===== config.mk =====
export PLATFORM = sky130hd
export DESIGN_NAME = seq_addsub
export DESIGN_NICKNAME = d
export VERILOG_FILES = /design/src/rtl/seq_addsub.sv
export SDC_FILE = /design/constraint.sdc
export NUM_CORES = 1
export LEC_CHECK = 0
export ABC_AREA = 1
export CAP_MARGIN = 20
export CORE_ASPECT_RATIO = 1.75
export CORE_MARGIN = 4
export CORE_UTILIZATION = 55
export DETAILED_ROUTE_END_ITERATION = 12
export PLACE_DENSITY = 0.95
export SYNTH_ARGS = -nofsm -noshare
export SYNTH_HDL_FRONTEND = slang
export SYNTH_SLANG_ARGS = --single-unit

===== constraint.sdc =====
create_clock -name clk -period 4.4 [get_ports clk]
set_input_delay 0.66 -clock clk [delete_from_list [all_inputs] [get_ports clk]]
set_output_delay 0.66 -clock clk [all_outputs]
set_load 0.05 [all_outputs]

===== src/rtl/seq_addsub.sv =====
// Multi-cycle two's-complement add/subtract: WIDTH-bit operands are processed
// CHUNK bits per clock through one ripple slice with a registered carry.
//
// state | meaning
// IDLE  | waiting for start; operands, op and carry seed latched on start
// BUSY  | one CHUNK-bit slice step per cycle, LSB chunk first
// DONE  | single-cycle done pulse; result and flags already registered
module seq_addsub #(
    parameter int WIDTH = 8,
    parameter int CHUNK = 2
) (
    input  logic             clk,
    input  logic             reset_n,
    input  logic             start,
    input  logic             op,
    input  logic [WIDTH-1:0] A,
    input  logic [WIDTH-1:0] B,
    output logic             busy,
    output logic             done,
    output logic [WIDTH-1:0] result,
    output logic             carry_out,
    output logic             overflow,
    output logic             zero,
    output logic             negative
);

    localparam int N  = WIDTH / CHUNK;
    localparam int CW = (N > 1) ? $clog2(N) : 1;
    localparam logic [CW-1:0] LAST_STEP = CW'(N - 1);

    typedef enum logic [1:0] {IDLE, BUSY, DONE} state_t;

    state_t           state;
    logic [WIDTH-1:0] a_q;
    logic [WIDTH-1:0] b_q;
    logic [WIDTH-1:0] acc_q;
    logic             carry_q;
    logic [CW-1:0]    step_q;

    logic [CHUNK:0]   slice_sum;
    logic [CHUNK-1:0] sum_chunk;
    logic             slice_cout;
    logic             top_cin;
    logic [WIDTH-1:0] acc_next;

    // Operand registers shift right each step, so the active chunk is always at
    // the bottom; the carry into the slice's top bit is recovered from its sum.
    always_comb begin
        slice_sum  = {1'b0, a_q[CHUNK-1:0]} + {1'b0, b_q[CHUNK-1:0]}
                   + {{CHUNK{1'b0}}, carry_q};
        sum_chunk  = slice_sum[CHUNK-1:0];
        slice_cout = slice_sum[CHUNK];
        top_cin    = sum_chunk[CHUNK-1] ^ a_q[CHUNK-1] ^ b_q[CHUNK-1];
        acc_next   = (acc_q >> CHUNK) | (WIDTH'(sum_chunk) << (WIDTH - CHUNK));
    end

    always_ff @(posedge clk or negedge reset_n) begin
        if (!reset_n) begin
            state     <= IDLE;
            a_q       <= '0;
            b_q       <= '0;
            acc_q     <= '0;
            carry_q   <= 1'b0;
            step_q    <= '0;
            busy      <= 1'b0;
            done      <= 1'b0;
            result    <= '0;
            carry_out <= 1'b0;
            overflow  <= 1'b0;
            zero      <= 1'b0;
            negative  <= 1'b0;
        end else begin
            case (state)
                IDLE: begin
                    done <= 1'b0;
                    if (start) begin
                        a_q     <= A;
                        b_q     <= op ? ~B : B;
                        carry_q <= op;
                        acc_q   <= '0;
                        step_q  <= '0;
                        busy    <= 1'b1;
                        state   <= BUSY;
                    end
                end
                BUSY: begin
                    a_q     <= a_q >> CHUNK;
                    b_q     <= b_q >> CHUNK;
                    carry_q <= slice_cout;
                    acc_q   <= acc_next;
                    step_q  <= step_q + 1'b1;
                    if (step_q == LAST_STEP) begin
                        busy      <= 1'b0;
                        done      <= 1'b1;
                        result    <= acc_next;
                        carry_out <= slice_cout;
                        overflow  <= top_cin ^ slice_cout;
                        zero      <= (acc_next == '0);
                        negative  <= acc_next[WIDTH-1];
                        state     <= DONE;
                    end
                end
                DONE: begin
                    done  <= 1'b0;
                    state <= IDLE;
                end
                default: begin
                    busy  <= 1'b0;
                    done  <= 1'b0;
                    state <= IDLE;
                end
            endcase
        end
    end

endmodule


## Word-level counts from Yosys, hierarchy flattened

Cells that the tools add are included.

| cells by class | value |
|---|---|
| add/sub/neg operators | 3 |
| equality and inequality tests | 5 |
| muxes and demuxes | 19 |
| bitwise gates (word level) | 6 |
| reduce and logical (&&, ||, !) cells | 7 |

Operators with widths:

| kind | number |
|---|---|
| $pmux 8 s2 | 3 |
| $mux 8 | 4 |
| $logic_not 8->1 | 1 |
| $not 8->8 | 1 |
| $or 6x8->8 | 1 |
| $pmux 2 s2 | 2 |
| $mux 2 | 3 |
| $reduce_and 2->1 | 3 |
| $mux 1 | 5 |
| $eq 2x2->1 const B | 2 |
| $ne 2x2->1 const B | 2 |
| $add 2x2->3 | 1 |
| $add 3x1->3 | 1 |
| $pmux 1 s3 | 1 |
| $reduce_and 3->1 | 1 |
| $xor 1x1->1 | 3 |
| $add 2x1->2 const B | 1 |
| $eq 2x1->1 const B | 1 |
| $logic_not 2->1 | 1 |
| $pmux 1 s2 | 1 |
| $reduce_bool 2->1 | 1 |
| $not 1->1 | 1 |

| storage, ports and cells | value |
|---|---|
| register bits | 43 |
| bits of input ports | 20 |
| output and inout port bits | 14 |
| logic and storage cells | 53 |

## Depth between registers and ports, before layout

Gate-level depths: netlist (run 1).

| logic depth | value |
|---|---|
| word-level depth | 5 |
| gate-level depth with buffers | 10 |

## Worst setup path after synthesis (run 1)

No wires, ideal clock.

| path | value |
|---|---|
| path type | flip-flop to flip-flop |
| start point | reg a_q[0] |
| end point | reg overflow |
| setup time | 0.118 ns |
| arrival | 1.644 ns |
| required time | 4.282 ns |
| path slack | 2.638 ns |
| cell stages (with the launch flop) | 11 |
| path through | dfrtp_1 > inv_1 > fa_1 > inv_1 > fa_1 > inv_1 > nand2_1 > nand2_1 > nand2_1 > nand3_1 > nand2_1 |

| on the way | value |
|---|---|
| cells in the longest elaborated chain, start to end | 5 |

Ends and longest elaborated chain:

| what | RTL line | source |
|---|---|---|
| from (decl) | 34 | `logic [WIDTH-1:0] a_q;` |
| from (signal assigned) | 87 | `a_q <= a_q >> CHUNK;` |
| $add 2x2->3 (*) | 49 | `slice_sum = {1'b0, a_q[CHUNK-1:0]} + {1'b0, b_q[CHUNK-1:0]}` |
| $add 3x1->3 (*) | 50 | `+ {{CHUNK{1'b0}}, carry_q};` |
| $xor 1x1->1 (2 in a row) | 53 | `top_cin = sum_chunk[CHUNK-1] ^ a_q[CHUNK-1] ^ b_q[CHUNK-1];` |
| $xor 1x1->1 (*) | 97 | `overflow <= top_cin ^ slice_cout;` |
| to (signal assigned) | 97 |  |
| to (decl) | 22 | `output logic overflow,` |

Every way passes the cells marked *; elsewhere a longest branch is shown, timed or not.
A chain may end at the register's enable or synchronous reset.

==> results of run 1 <==
synth_stat cells, drive strengths merged, types with 2 or more instances:
| cell type | instances |
|---|---|
| nand2 | 79 |
| nor2 | 8 |
| fa | 2 |
| dfrtp | 40 |
| xnor2 | 3 |
| xor2 | 5 |
| buf | 7 |
| o21ai | 12 |
| nor3 | 2 |
| o22ai | 7 |
| inv | 24 |
| nand3 | 15 |
power by group through the flow:
stage	logic (mW)	clock network [mW]	registers [mW]
final	0.822	0.211	0.609
after global placement	0.799	0	0.606
after detailed placement	0.827	0	0.614
after global routing	0.906	0.234	0.628
after CTS	0.832	0.217	0.610
after floorplan	0.496	0	0.755
layout make-up:
cell class                      count  area (µm²)
Clock buffer                        5        68.8
Fill cell                         282        1080
Inverter                           24        90.1
Multi-Input combinational cell    136         739
Sequential cell                    40        1000
Tap cell                           45        56.3
Timing Repair Buffer               33         325
worst max path at each step:
stage	start	endpoint	slack, ps	depth (start not counted)
after floorplan	a_q[0]$_DFFE_PN0P_	overflow$_DFFE_PN0P_	2640	10
after global placement	op	b_q[5]$_DFFE_PN0P_	2480	6
after detailed placement	op	b_q[5]$_DFFE_PN0P_	2440	6
after CTS	busy$_DFFE_PN0P_	busy	2270	1
after global routing	busy$_DFFE_PN0P_	busy	2230	1
final	result[7]$_DFFE_PN0P_	negative	2280	1
logic make-up after synthesis:
| group | Yosys count | synth area share (%) |
|---|---|---|
| buffers and inverters | 32 | 8.55 |
| xor gates and xnor gates | 8 | 3.68 |
| and+or+nand+nor | 104 | 26.3 |
| AOI/OAI and AO/OA | 21 | 6.11 |
| adders and majority gates | 3 | 2.76 |
| DFF | 40 | 52.6 |
flip-flops by register name (all words and copies together) (netlist names), 2 cells and up:
register,flops
a_q,8
acc_q,6
b_q,8
result,8
state,2
step_q,2
metrics by stage:
step | hold WS, ps | setup slack (ps) | cell area (µm²) | util (%) | cells
2_1_floorplan | 364 | 2640 | 1900 | - | 208
3_3_place_gp | 459 | 2480 | 2210 | 65.8 | 278
3_5_place_dp | 466 | 2440 | 2210 | 65.8 | 278
4_1_cts | 481 | 2270 | 2280 | 67.8 | 283
5_1_grt | 504 | 2230 | 2280 | 67.8 | 283
6_report | 482 | 2280 | 2280 | 67.8 | 283
layer usage:
| layer | global-route usage (%) | vias up |
|---|---|---|
| li1 | - | 703 |
| met1 | 19.3 | 680 |
| met2 | 29.3 | 47 |
| met3 | 5.22 | 9 |
| met4 | 7.91 | 0 |
| met5 | 0 | - |
==> qor.yml, run 1 <==
status: "finished, final reports clean"
grt_pass1_vias: 1359
slowest_stage: "clkdlybuf4s50_1"
p_sw_mw: 0.738
start_util_pct: 56.6
antenna_cells: 0
routed-wl-met2_um: 1780
yosys.area.top_type: "dfrtp_1"
ys_ff_latch: 40
clock_latency_ps: 280
root_buffer: "clkbuf_8"
finalPower_mw: 1.64
syn_avg_cell_area_um2: 9.15
wire_per_inst_um: 12.1
clkPwrFrac_pct: 12.8
grt_pass1_wl_um: 5740
holdBufCountCts: 0
swShare_pct: 44.9
critPathRequiredTime_ps: 3740
final_cell_mix: "nand2_1 (71), dfrtp_1 (40), clkdlybuf4s50_1 (32)"
syn2layout_area_growth_pct: 19.9
rows: 28
yosysWarnings: 0
critPathBufInv: 1
hold_viol: 0
drt_iter0_drc: 47
path_cells: "clkdlybuf4s50_1"
ant_nets: 0
place.gp.congestion: 0.821
grt_overflow: 0
port_buffers: 33
vias: 1439
synth_area_um2: 1900
netlist.area_leader.share_pct: 52.6
antenna_found_initial: 0
final_nets: 263
cts_tree: "yes"
die_h_um: 85.8
syn_inst: 208
grtUsageTotal_pct: 17.3
fin_skew_ps: 5.97
core-area_um2: 3360
period_needed_ps: 2120
ctsHtreeMaxLevel: 2
cts_resized: 0
max-slew-margin-rel_pct: 43.6
critical-path-top-delay-family: "buffers and inverters"
ys_seq_area_share_pct: 52.6
setup_viol: 0
routed.top_layer: "met4"
drc: 0
worst_slew_pin_slew_ps: 846
finalSetupTns_ps: 0
place_hpwl_um: 2550
ys_top_cells_by_area: "dfrtp_1 (53%), nand2_1 (14%), inv_1 (3.9%), nand3_2 (3.2%), o21ai_0 (2.9%)"
drive_gt1_share_pct: 11.8
cts_buffers: 5
die_x_um: 52.5
cp-end-kind: "output pin"
drv_cap: 0
synth_edf_count: 0
cts.reportedPaths.clkPinSlew_ps: 70
routed_wl_um: 3430
pin_count: 34
ir_drop_uv: 388
r2r_cells: 10
p_seq_share_pct: 37.1
drv_slew: 0
rsz0062_at_grt: "false"
intPower_mw: 0.904
cp.arrival_ps: 1460
met1_length_um: 1380
met3WireLength_um: 178
viasPerCell: 5.08
powerDensity_nw_per_um2: 720
ys.flop_type: "dfrtp_1"
ys_types: 24
final_common_cell: "nand2_1"
die_area_um2: 4500
crit_fanout: 3
power.share.combinational_pct: 50.1
rrSetupSlack_ps: 2470
p_leak_nw: 1.12
start_kind: "register"
fmax_mhz: 473
crit_type: "register to output pin"
async_reset_ff_share_pct: 100
cts_sinks: 40
min_path_type: "input pin to async pin"
grt_start_max_net_pins: 41
r2r-end: "overflow$_DFFE_PN0P_"
cts_buffer_depth: 2
drt_first_pass_iters: 4
post_cts_buffers: 0
r2r_start: "a_q[0]$_DFFE_PN0P_"
cpPeakStageDelay_ps: 810
synth.net_count: 231
min_period_over_period_pct: 48.1
Power figures use the tool's default switching activity.
==> run 2, diff against run 1 <==
Settings changed: CORE_UTILIZATION 55 to 52, PLACE_DENSITY 0.95 to 0.91.
Clock period 4.4 ns to 2.09 ns, I/O delays scaled along.
==> run 2 against run 1 <==
  * Hold slack lost 360 ps
  * Critical path type is now register to register
  * Total power is 120% higher
  * Clock power rose to 2.9 times the previous value
  * Core utilization is 0.86 points lower
  * Combinational power grew 120%
  * Clock skew rose by 1.5 ps
  * Register-to-register slack got worse by 2300 ps
  * Sequential power increased by 110%
  * Setup slack got worse by 2100 ps
  * Wire length increased by 2.9%
==> qor.yml, run 2 (same netlist as run 1, synthesis figures left out) <==
r2r-end: "overflow$_DFFE_PN0P_"  # unchanged
root_buffer: "clkbuf_8"  # unchanged
ctsHtreeMaxLevel: 2  # unchanged
final_common_cell: "nand2_1"  # unchanged
cp-startpoint: "a_q[0]$_DFFE_PN0P_"  # was result[7]$_DFFE_PN0P_
cp-end-kind: "register"  # was output pin
crit_end: "overflow$_DFFE_PN0P_"  # was negative
fmax_mhz: 517
vias: 1427  # was 1439
drc: 0  # unchanged
final_cell_mix: "nand2_1 (71), dfrtp_1 (40), clkdlybuf4s50_1 (32)"  # unchanged
grt_start_max_net_pins: 41  # unchanged
r2r_cells: 10  # unchanged
final_nets: 263  # unchanged
powerDensity_nw_per_um2: 1570  # was 720 nW/µm²
worst_slew_pin_slew_ps: 845  # was 846 ps
status: "finished, final reports clean"  # unchanged
min_period_over_period_pct: 92.6
pin_count: 34  # unchanged
crit_fanout: 4  # was 3
max-slew-margin-rel_pct: 43.6  # about the same
drt_first_pass_iters: 4  # unchanged
wire_per_inst_um: 12.4  # was 12.1 µm
cts_buffer_depth: 2  # unchanged
grt_pass1_vias: 1473  # was 1359
place_hpwl_um: 2640  # was 2550 µm
place.gp.congestion: 0.799  # was 0.821
die_h_um: 88.0  # was 85.8 µm
core-area_um2: 3470  # was 3360 µm²
finalPower_mw: 3.65  # was 1.64 mW
rows: 28  # unchanged
cts_tree: "yes"  # unchanged
critPathRequiredTime_ps: 2270  # was 3740 ps
grt_overflow: 0  # unchanged
setup_viol: 0  # unchanged
grtUsageTotal_pct: 18.3  # was 17.3%
cts_buffers: 5  # unchanged
reg_top3: "a_q x8, b_q x8, result x8"  # unchanged
port_buffers: 33  # unchanged
viasPerCell: 4.99  # was 5.08
cts_sinks: 40  # unchanged
start_kind: "register"  # unchanged
p_leak_nw: 1.14  # was 1.12 nW
drive_gt1_share_pct: 13.3  # was 11.8%
syn2layout_area_growth_pct: 22.0  # was 19.9%
drt_iter0_drc: 44  # was 47
rrSetupSlack_ps: 150  # was 2470 ps
cp.arrival_ps: 2110  # was 1460 ps
r2r_start: "a_q[0]$_DFFE_PN0P_"  # unchanged
rsz0062_at_grt: "false"  # unchanged
die_area_um2: 4730  # was 4500 µm²
clock_latency_ps: 290  # was 280 ps
finalSetupTns_ps: 0  # unchanged
cts.reportedPaths.clkPinSlew_ps: 70  # about the same
holdBufCountCts: 0  # unchanged
routed_wl_um: 3530  # was 3430 µm
drv_cap: 0  # unchanged
start_util_pct: 54.9  # was 56.6%
n_fill_cell: 269  # was 282
grt_pass1_wl_um: 6220  # was 5740 µm
ant_nets: 0  # unchanged
die_x_um: 53.7  # was 52.5 µm
drv_slew: 0  # unchanged
fin_skew_ps: 7.47  # was 5.97 ps
min_path_type: "input pin to async pin"  # unchanged
hold_viol: 0  # unchanged
antenna_cells: 0  # unchanged
crit_type: "register to register"  # was register to output pin
period_needed_ps: 1940
antenna_found_initial: 0  # unchanged
post_cts_buffers: 0  # unchanged
ir_drop_uv: 950  # was 388 µV
run 2: cell types whose count changed in the layout (fill, tap and decap cells not counted):
cell	delta
fa_1	-1
inv_2	+1
clkinv_2	+1
fa_2	+1
inv_1	-1
bufinv_16	+1
clkbuf_1	+1
run 2: critical path, stage by stage (launching register included):
cell	delay (ps)
dfrtp_1	350
inv_1	70
fa_1	430
inv_1	90
fa_2	470
inv_2	90
nand2_1	50
nand2_1	80
nand2_1	50
nand3_1	80
nand2_1	50
run 2: worst min path at each step:
| stage | slack [ps] | end |
|---|---|---|
| final | 120 | result[1]$_DFFE_PN0P_ |
| after global routing | 190 | result[1]$_DFFE_PN0P_ |
| after CTS | 150 | result[1]$_DFFE_PN0P_ |
| after detailed placement | 470 | result[1]$_DFFE_PN0P_ |
| after global placement | 460 | result[1]$_DFFE_PN0P_ |
| after floorplan | 20 | a_q[0]$_DFFE_PN0P_ |
run 2: repair_timing:
action                                 4_1_cts  5_1_grt
endpoints found under the hold margin        0        0
setup endpoints to repair                    0        1
gates resized for setup                      0        2
run 2: through the flow:
step	util, %	cell area (µm²)	cells	hold WS, ps	setup slack (ps)
after CTS	66.9	2320	286	148	112
final	67.0	2320	286	123	155
after detailed placement	63.8	2210	278	467	147
after global routing	67.0	2320	286	193	2.56
after floorplan	-	1900	208	17.9	328
after global placement	63.8	2210	278	460	285
run 2: layout make-up:
| class | instances | area (µm²) | share of cell area [%] |
|---|---|---|---|
| clock buffer | 6 | 72.6 | 3.12 |
| inverter | 24 | 90.1 | 3.88 |
| tap | 45 | 56.3 | 2.42 |
| sequential | 40 | 1000 | 43.1 |
| timing repair buffer | 33 | 325 | 14.0 |
| clock inverter | 2 | 35.0 | 1.51 |
| multi-input combinational | 136 | 742 | 32.0 |
run 2: metal layers:
metal | global-route usage (%) | vias up | part of all wire (%)
met5 | 0 | - | 0
met4 | 12.1 | 0 | 4.1
li1 | - | 711 | -
met2 | 31.0 | 53 | 56
met3 | 4.94 | 14 | 5.0
met1 | 18.8 | 649 | 35
run 2: report_power, final:
group          switching, mW  internal (mW)  total (mW)
Sequential             0.187           1.09        1.27
Combinational           1.15          0.616        1.77
Clock                  0.253          0.354       0.607
Total                   1.59           2.06        3.65
